[src/rtl/shifter_share_arbiter.sv]
`default_nettype none
// ============================================================================
//  Module   : shifter_share_arbiter
//  Function : Shares one external 4-bit combinational barrel shifter between
//             two requesters. A grant is issued in IDLE, the operand drives
//             the shifter for one EXEC cycle, and the captured result is
//             returned with its owner ID over a valid/ready response channel.
//             Per-requester served counters give debug visibility.
//  Revision : 1.0  initial release
// ============================================================================
module shifter_share_arbiter #(
  parameter int FIXED_PRIO = 0,  // 0: round-robin on a tie, 1: requester 0 wins a tie
  parameter int CNT_W      = 8   // served counter width, wraps modulo 2^CNT_W
) (
  input  logic             clk,
  input  logic             rst_n,
  // requester 0
  input  logic             req0_valid,
  output logic             req0_ready,
  input  logic [3:0]       req0_data,
  input  logic [1:0]       req0_sel,
  // requester 1
  input  logic             req1_valid,
  output logic             req1_ready,
  input  logic [3:0]       req1_data,
  input  logic [1:0]       req1_sel,
  // response channel
  output logic             resp_valid,
  input  logic             resp_ready,
  output logic [3:0]       resp_data,
  output logic             resp_id,
  // shared shifter connection
  output logic [3:0]       shf_in,
  output logic [1:0]       shf_sel,
  input  logic [3:0]       shf_out,
  // status
  output logic             busy,
  output logic [CNT_W-1:0] served0_cnt,
  output logic [CNT_W-1:0] served1_cnt
);

  typedef enum logic [1:0] {
    IDLE = 2'd0,
    EXEC = 2'd1,
    RESP = 2'd2
  } state_t;

  localparam logic [CNT_W-1:0] CNT_ONE = CNT_W'(1);

  state_t           state_q,      state_d;
  logic             last_q,       last_d;
  logic [3:0]       op_data_q,    op_data_d;
  logic [1:0]       op_sel_q,     op_sel_d;
  logic             op_id_q,      op_id_d;
  logic             resp_valid_q, resp_valid_d;
  logic [3:0]       resp_data_q,  resp_data_d;
  logic             resp_id_q,    resp_id_d;
  logic [CNT_W-1:0] served0_q,    served0_d;
  logic [CNT_W-1:0] served1_q,    served1_d;

  logic             grant0;
  logic             grant1;

  // Tie-break between simultaneous valids: fixed priority or the requester that was not served last.
  always_comb begin
    grant0 = 1'b0;
    grant1 = 1'b0;
    if (req0_valid && req1_valid) begin
      if ((FIXED_PRIO != 0) || last_q) begin
        grant0 = 1'b1;
      end else begin
        grant1 = 1'b1;
      end
    end else begin
      grant0 = req0_valid;
      grant1 = req1_valid;
    end
  end

  // Readys are only offered while idle; a grant implies the matching valid.
  assign req0_ready = (state_q == IDLE) && grant0;
  assign req1_ready = (state_q == IDLE) && grant1;

  // Next-state and datapath: accept in IDLE, capture shifter in EXEC, hand over in RESP.
  always_comb begin
    state_d      = state_q;
    last_d       = last_q;
    op_data_d    = op_data_q;
    op_sel_d     = op_sel_q;
    op_id_d      = op_id_q;
    resp_valid_d = resp_valid_q;
    resp_data_d  = resp_data_q;
    resp_id_d    = resp_id_q;
    served0_d    = served0_q;
    served1_d    = served1_q;

    unique case (state_q)
      IDLE: begin
        if (req0_ready) begin
          op_data_d = req0_data;
          op_sel_d  = req0_sel;
          op_id_d   = 1'b0;
          last_d    = 1'b0;
          state_d   = EXEC;
        end else if (req1_ready) begin
          op_data_d = req1_data;
          op_sel_d  = req1_sel;
          op_id_d   = 1'b1;
          last_d    = 1'b1;
          state_d   = EXEC;
        end
      end
      EXEC: begin
        // The operand has been on the shifter for a full cycle; its output is settled here.
        resp_data_d  = shf_out;
        resp_id_d    = op_id_q;
        resp_valid_d = 1'b1;
        state_d      = RESP;
      end
      RESP: begin
        if (resp_ready) begin
          resp_valid_d = 1'b0;
          if (resp_id_q) begin
            served1_d = served1_q + CNT_ONE;
          end else begin
            served0_d = served0_q + CNT_ONE;
          end
          state_d = IDLE;
        end
      end
      default: begin
        state_d      = IDLE;
        resp_valid_d = 1'b0;
      end
    endcase
  end

  // All state and registered outputs; an asynchronous reset drops any in-flight operation.
  always_ff @(posedge clk or negedge rst_n) begin
    if (!rst_n) begin
      state_q      <= IDLE;
      last_q       <= 1'b1;
      op_data_q    <= 4'd0;
      op_sel_q     <= 2'd0;
      op_id_q      <= 1'b0;
      resp_valid_q <= 1'b0;
      resp_data_q  <= 4'd0;
      resp_id_q    <= 1'b0;
      served0_q    <= '0;
      served1_q    <= '0;
    end else begin
      state_q      <= state_d;
      last_q       <= last_d;
      op_data_q    <= op_data_d;
      op_sel_q     <= op_sel_d;
      op_id_q      <= op_id_d;
      resp_valid_q <= resp_valid_d;
      resp_data_q  <= resp_data_d;
      resp_id_q    <= resp_id_d;
      served0_q    <= served0_d;
      served1_q    <= served1_d;
    end
  end

  // The operand registers drive the shifter directly and simply hold outside EXEC.
  assign shf_in      = op_data_q;
  assign shf_sel     = op_sel_q;
  assign resp_valid  = resp_valid_q;
  assign resp_data   = resp_data_q;
  assign resp_id     = resp_id_q;
  assign busy        = (state_q != IDLE);
  assign served0_cnt = served0_q;
  assign served1_cnt = served1_q;

endmodule
`default_nettype wire

[config.mk]
export PLATFORM = sky130hd
export DESIGN_NAME = shifter_share_arbiter
export DESIGN_NICKNAME = d
export VERILOG_FILES = /design/src/rtl/shifter_share_arbiter.sv
export SDC_FILE = /design/constraint.sdc
export NUM_CORES = 1
export LEC_CHECK = 0
export CORE_ASPECT_RATIO = 1.75
export CORE_MARGIN = 10
export CORE_UTILIZATION = 40
export CTS_BUF_LIST = sky130_fd_sc_hd__clkbuf_16
export CTS_CLUSTER_SIZE = 10
export DETAILED_ROUTE_END_ITERATION = 7
export PLACE_DENSITY = 0.73
export SYNTH_ARGS = -nofsm -noshare
export SYNTH_HDL_FRONTEND = slang
export SYNTH_SLANG_ARGS = --single-unit
export TNS_END_PERCENT = 5
[constraint.sdc]
create_clock -name clk -period 1.55 [get_ports clk]
set_input_delay 0.31 -clock clk [delete_from_list [all_inputs] [get_ports clk]]
set_output_delay 0.31 -clock clk [all_outputs]
set_load 0.01 [all_outputs]
Word-level counts from Yosys, hierarchy flattened. Cells that the tools add are included.

Bits of input ports: 21. Logic and storage cells: 45. Output and inout port bits: 31. Bits in writable memories: 0. Bits in read-only memories: 0. Memories kept: 0. Latch bits: 0. Bits in registers: 32.

Magnitude comparators: 0. Add/subtract/negate cells: 2. Shift operators: 0. Bitwise gates (word level): 2. Eq/ne operators: 4. $mul: 0. Mux-type cells: 16. Reduce and logical (&&, ||, !) cells: 11. Divide/modulo/power cells: 0.

Operators with widths (number): adder 8 x 1 -> 8 bit (second input constant) (2); two-way mux 2 bit (5); two-way mux 4 bit (2); two-way mux 1 bit (7); one-hot mux 2 bit (3 select lines) (1); AND reduction 2 bit (3); AND reduction 3 bit (2); nonzero test 2 bit (2); logical AND 1 bit (3); != test 3 bit (second input constant) (1); one-hot mux 1 bit (3 select lines) (1); == test 2 x 1 -> 1 bit (second input constant) (1); == test 2 bit (second input constant) (1); zero test 2 bit (1); != test 2 bit (second input constant) (1); inverter 1 bit (2).

Longest topological paths before layout.
Depth in word-level cells: 6. Mapped depth: 4. Gate-level depth less buffers: 4.

Least setup slack after synthesis. Ideal clock, no wire load.

Path kind: flip-flop to flip-flop. Start point: register state_q[1]. End point: register op_data_q[3], in the netlist shf_in[3]. Path buffers: 0. Cell stages (with the launch flop): 5. Data required time: 1424 ps. Arrival time: 1175 ps. Library setup time: 126 ps. Slack: 249 ps. Period minus slack after synthesis: 1301 ps. Cells stage by stage: dfrtp_1 > nor2_4 > inv_2 > o21a_1 > a221o_1.

Longest elaborated chain between the ends: 4.

RTL lines: start: declaration (line 50) `state_t state_q, state_d;`; start signal: assignment (line 152) `state_q <= state_d;`; zero test 2 bit (*) (line 81, 82, 97); logical AND 1 bit (on tied branches) (line 81, 82); nonzero test 2 bit (no line); AND reduction 2 bit (no line); end signal: assignment (line 154) `op_data_q <= op_data_d;`; end: declaration (line 52) `logic [3:0] op_data_q, op_data_d;`.

Every way passes the cells marked *; elsewhere a longest branch is shown, timed or not. A chain may end at the register's enable or synchronous reset.

Worst setup path after layout.
Start point: register last_q. End point: output port req0_ready.

Longest elaborated chain between the ends: 3.

RTL lines: start: declaration (line 51) `logic last_q, last_d;`; start signal: assignment (line 153) `last_q <= last_d;`; two-way mux 1 bit (line 69) `if ((FIXED_PRIO != 0) || last_q) begin`; two-way mux 1 bit (line 68) `if (req0_valid && req1_valid) begin`; logical AND 1 bit (line 81) `assign req0_ready = (state_q == IDLE) && grant0;`; end: declaration (line 19) `output logic req0_ready,`.

No other way between the ends.

==> impl_metrics.env <==
export IMPL_yosys_top_cells_count="dfrtp_1, nand2_1, xnor2_1"
export IMPL_synth_most_common_cell="dfrtp_1"
export IMPL_irDropWorstVdd_mv=1.16
export IMPL_synth_avg_cell_area_um2=12.4
export IMPL_clk_pin_slew_ns=0.05
export IMPL_synth_area_top_cells="dfrtp_1, xnor2_1, a221o_1"
export IMPL_grt_max_degree=33
export IMPL_synth_edf_count=0
export IMPL_synth_top_area_cell="dfrtp_1"
export IMPL_setup_viol=0
export IMPL_hold_buffers=0
export IMPL_die_h_um=99.9
export IMPL_cts_htree_levels=2
export IMPL_hold_path_class="primary input to async pin"
export IMPL_vias=1223
export IMPL_initial_core_util=0.410
export IMPL_ys_ff_latch=32
export IMPL_syn_nets=141
export IMPL_use_met2=0.221
export IMPL_powerDensity_nw_per_um2=1770
export IMPL_async_flop_share=1.00
export IMPL_dp_hpwl_mm=2.99
export IMPL_io_pins=52
export IMPL_grt_pass1_vias=1306
export IMPL_cts_root_buf="clkbuf_16"
export IMPL_finalMaxSlewViolations=0
export IMPL_leakagePower_nw=1.10
export IMPL_hold_violations=0
export IMPL_cts_tree="built"
export IMPL_drc=0
export IMPL_timing_final_crit_share=0.994
export IMPL_start_kind="flop"
export IMPL_maxCapViolCount=0
export IMPL_yosys_warnings=0
export IMPL_place_worst_setup_slack_ns=-0.344
export IMPL_cts_buffer_depth=2
export IMPL_syn_to_final_growth_pct=57.2
export IMPL_clock_sinks=32
export IMPL_gp_congestion=0.741
export IMPL_first_pass_iters=2
export IMPL_min_period_ns=1.54
export IMPL_drt_vias_per_instance=5.14
export IMPL_fmax_mhz=649
export IMPL_antenna_found_initial=0
export IMPL_cp_required_ns=1.24
export IMPL_cts_buffers_inserted=5
export IMPL_drt_total_wl_mm=3.85
export IMPL_worst_ep_arrival_time_ns=1.23
export IMPL_grtUsageMet1=0.104
export IMPL_n_antenna_cell=0
export IMPL_crit_type="flop to output pin"
export IMPL_skew_ns=0.00540
export IMPL_grt_use_total=0.119
export IMPL_synth_flop_cell="dfrtp_1"
export IMPL_power_w=0.00406
export IMPL_clock_latency_ns=0.27
export IMPL_synth_area_um2=1460
export IMPL_wl_per_cell_um=16.2
export IMPL_setup_slack_ns=0.00960
export IMPL_drt_initial_drc_count=24
export IMPL_nNetsFinal=214
export IMPL_grt_busiest_layer="met2"
export IMPL_rsz0062_at_grt="true"
export IMPL_dieArea_um2=6550
export IMPL_coreArea_um2=3560
export IMPL_drive_gt1_frac=0.234
export IMPL_final_antenna_net_count=0
export IMPL_tightest_slew_ns=0.405
export IMPL_timing_hold_ws_ns=0.405
export IMPL_setup_worst_path_end_class="output pin"
export IMPL_fillers=326
export IMPL_grt_overflow_total=0
export IMPL_synth_cell_types=33
export IMPL_ys_seq_area_frac=0.550
export IMPL_die_width_um=65.6
export IMPL_reg2reg_slack_ns=0.12
export IMPL_status="finished clean"
export IMPL_use_met3=0.0479
export IMPL_timing_slew_headroom=0.729
export IMPL_grt_pass1_wl_mm=6.23
export IMPL_syn_inst=118
export IMPL_yosysTopAreaCellShare=0.532
export IMPL_critPathMaxFanout=3
export IMPL_rows=29
export IMPL_io_buffer_count=51
[state kept, by name (all words and copies together), names as in the netlist, 2 cells and up]
| name | flops |
|---|---|
| served0_cnt | 8 |
| served1_cnt | 8 |
| resp_data | 4 |
| shf_in | 4 |
| shf_sel | 2 |
| state_q | 2 |
[logic make-up after synthesis]
family / count (synthesis) / synth area share
compound gates: 13 / 0.0721
simple gates: 48 / 0.227
buf+inv: 4 / 0.0112
fa+ha+maj: 2 / 0.0172
xor+xnor: 14 / 0.0841
mux: 5 / 0.0386
flops: 32 / 0.550
[cells in the final DEF (no fill, tap or decap), drive strengths merged]
| cell type | netlist | routed |
|---|---|---|
| a21o | 1 | 1 |
| a21oi | 1 | 1 |
| a221o | 6 | 6 |
| and3 | 2 | 2 |
| and4 | 4 | 4 |
| and4b | 1 | 1 |
| and4bb | 1 | 1 |
| buf | 1 | 18 |
| clkbuf | 0 | 6 |
| clkdlybuf4s50 | 0 | 33 |
| clkinv | 0 | 3 |
| dfrtp | 31 | 31 |
| dfstp | 1 | 1 |
| dlygate4sd2 | 0 | 13 |
| dlymetal6s2s | 0 | 2 |
| ha | 2 | 2 |
| inv | 3 | 3 |
| mux2 | 5 | 5 |
| nand2 | 13 | 13 |
| nand2b | 1 | 1 |
| nand3 | 3 | 3 |
| nand4 | 6 | 6 |
| nand4b | 1 | 1 |
| nand4bb | 1 | 1 |
| nor2 | 3 | 3 |
| nor2b | 1 | 1 |
| nor3 | 4 | 4 |
| nor3b | 5 | 5 |
| nor4 | 1 | 1 |
| o21a | 3 | 3 |
| o21ai | 2 | 2 |
| or2 | 1 | 1 |
| xnor2 | 9 | 9 |
| xor2 | 5 | 5 |
[report_power, final]
group          switching [W]  total [W]  internal (W)
combinational       0.000730    0.00173      0.000999
sequential          0.000268    0.00142       0.00115
clock               0.000330   0.000911      0.000582
[through the flow]
step | setup TNS [ns] | utilization | cells | instance area [µm²]
6_report | 0 | 0.644 | 238 | 2290
5_1_grt | -0.0252 | 0.644 | 238 | 2290
4_1_cts | -0.0357 | 0.644 | 238 | 2290
3_5_place_dp | -2.88 | 0.606 | 230 | 2150
3_3_place_gp | -2.15 | 0.606 | 230 | 2150
2_1_floorplan | 0 | - | 118 | 1460
[final timing paths]
kind | from | endpoint | cells after the start
min in group clk | served0_cnt[7] | served0_cnt[7] | 1
hold reg to reg | served0_cnt[7] | served0_cnt[7] | 1
max in group asynchronous | rst_n | last_q | 2
setup reg to reg | state_q[1] | shf_sel[1] | 6
setup / recovery | last_q | req0_ready | 4
hold / removal | rst_n | served1_cnt[7] | 2
[area by class of cell]
type | count | area (µm²) | share of cell area
clock buffer | 5 | 125 | 0.0546
clock inverter | 3 | 13.8 | 0.00601
inverter | 3 | 11.3 | 0.00492
multi-input combinational | 82 | 652 | 0.285
sequential | 32 | 805 | 0.351
tap | 46 | 57.6 | 0.0251
timing repair buffer | 67 | 627 | 0.274
[repair_timing]
item | in CTS | in global routing
gates cloned | 0 | 0
gates resized for setup | 28 | 5
setup endpoints to repair | 15 | 5
pin swaps | 1 | 2
buffers inserted | 0 | 0
[layer usage]
layer  wire length [µm]  share of wire
met5                  0              0
met3                306          0.079
met4                 89          0.023
met1               1370           0.35
met2               2090           0.54
[worst max-delay path: stages, from the launching register on]
cell and delay, ns:
dfstp_2 0.55, nand2b_4 0.13, nand3_2 0.10, inv_2 0.08, buf_6 0.10
Note: power is estimated with default switching activity, not from simulation.
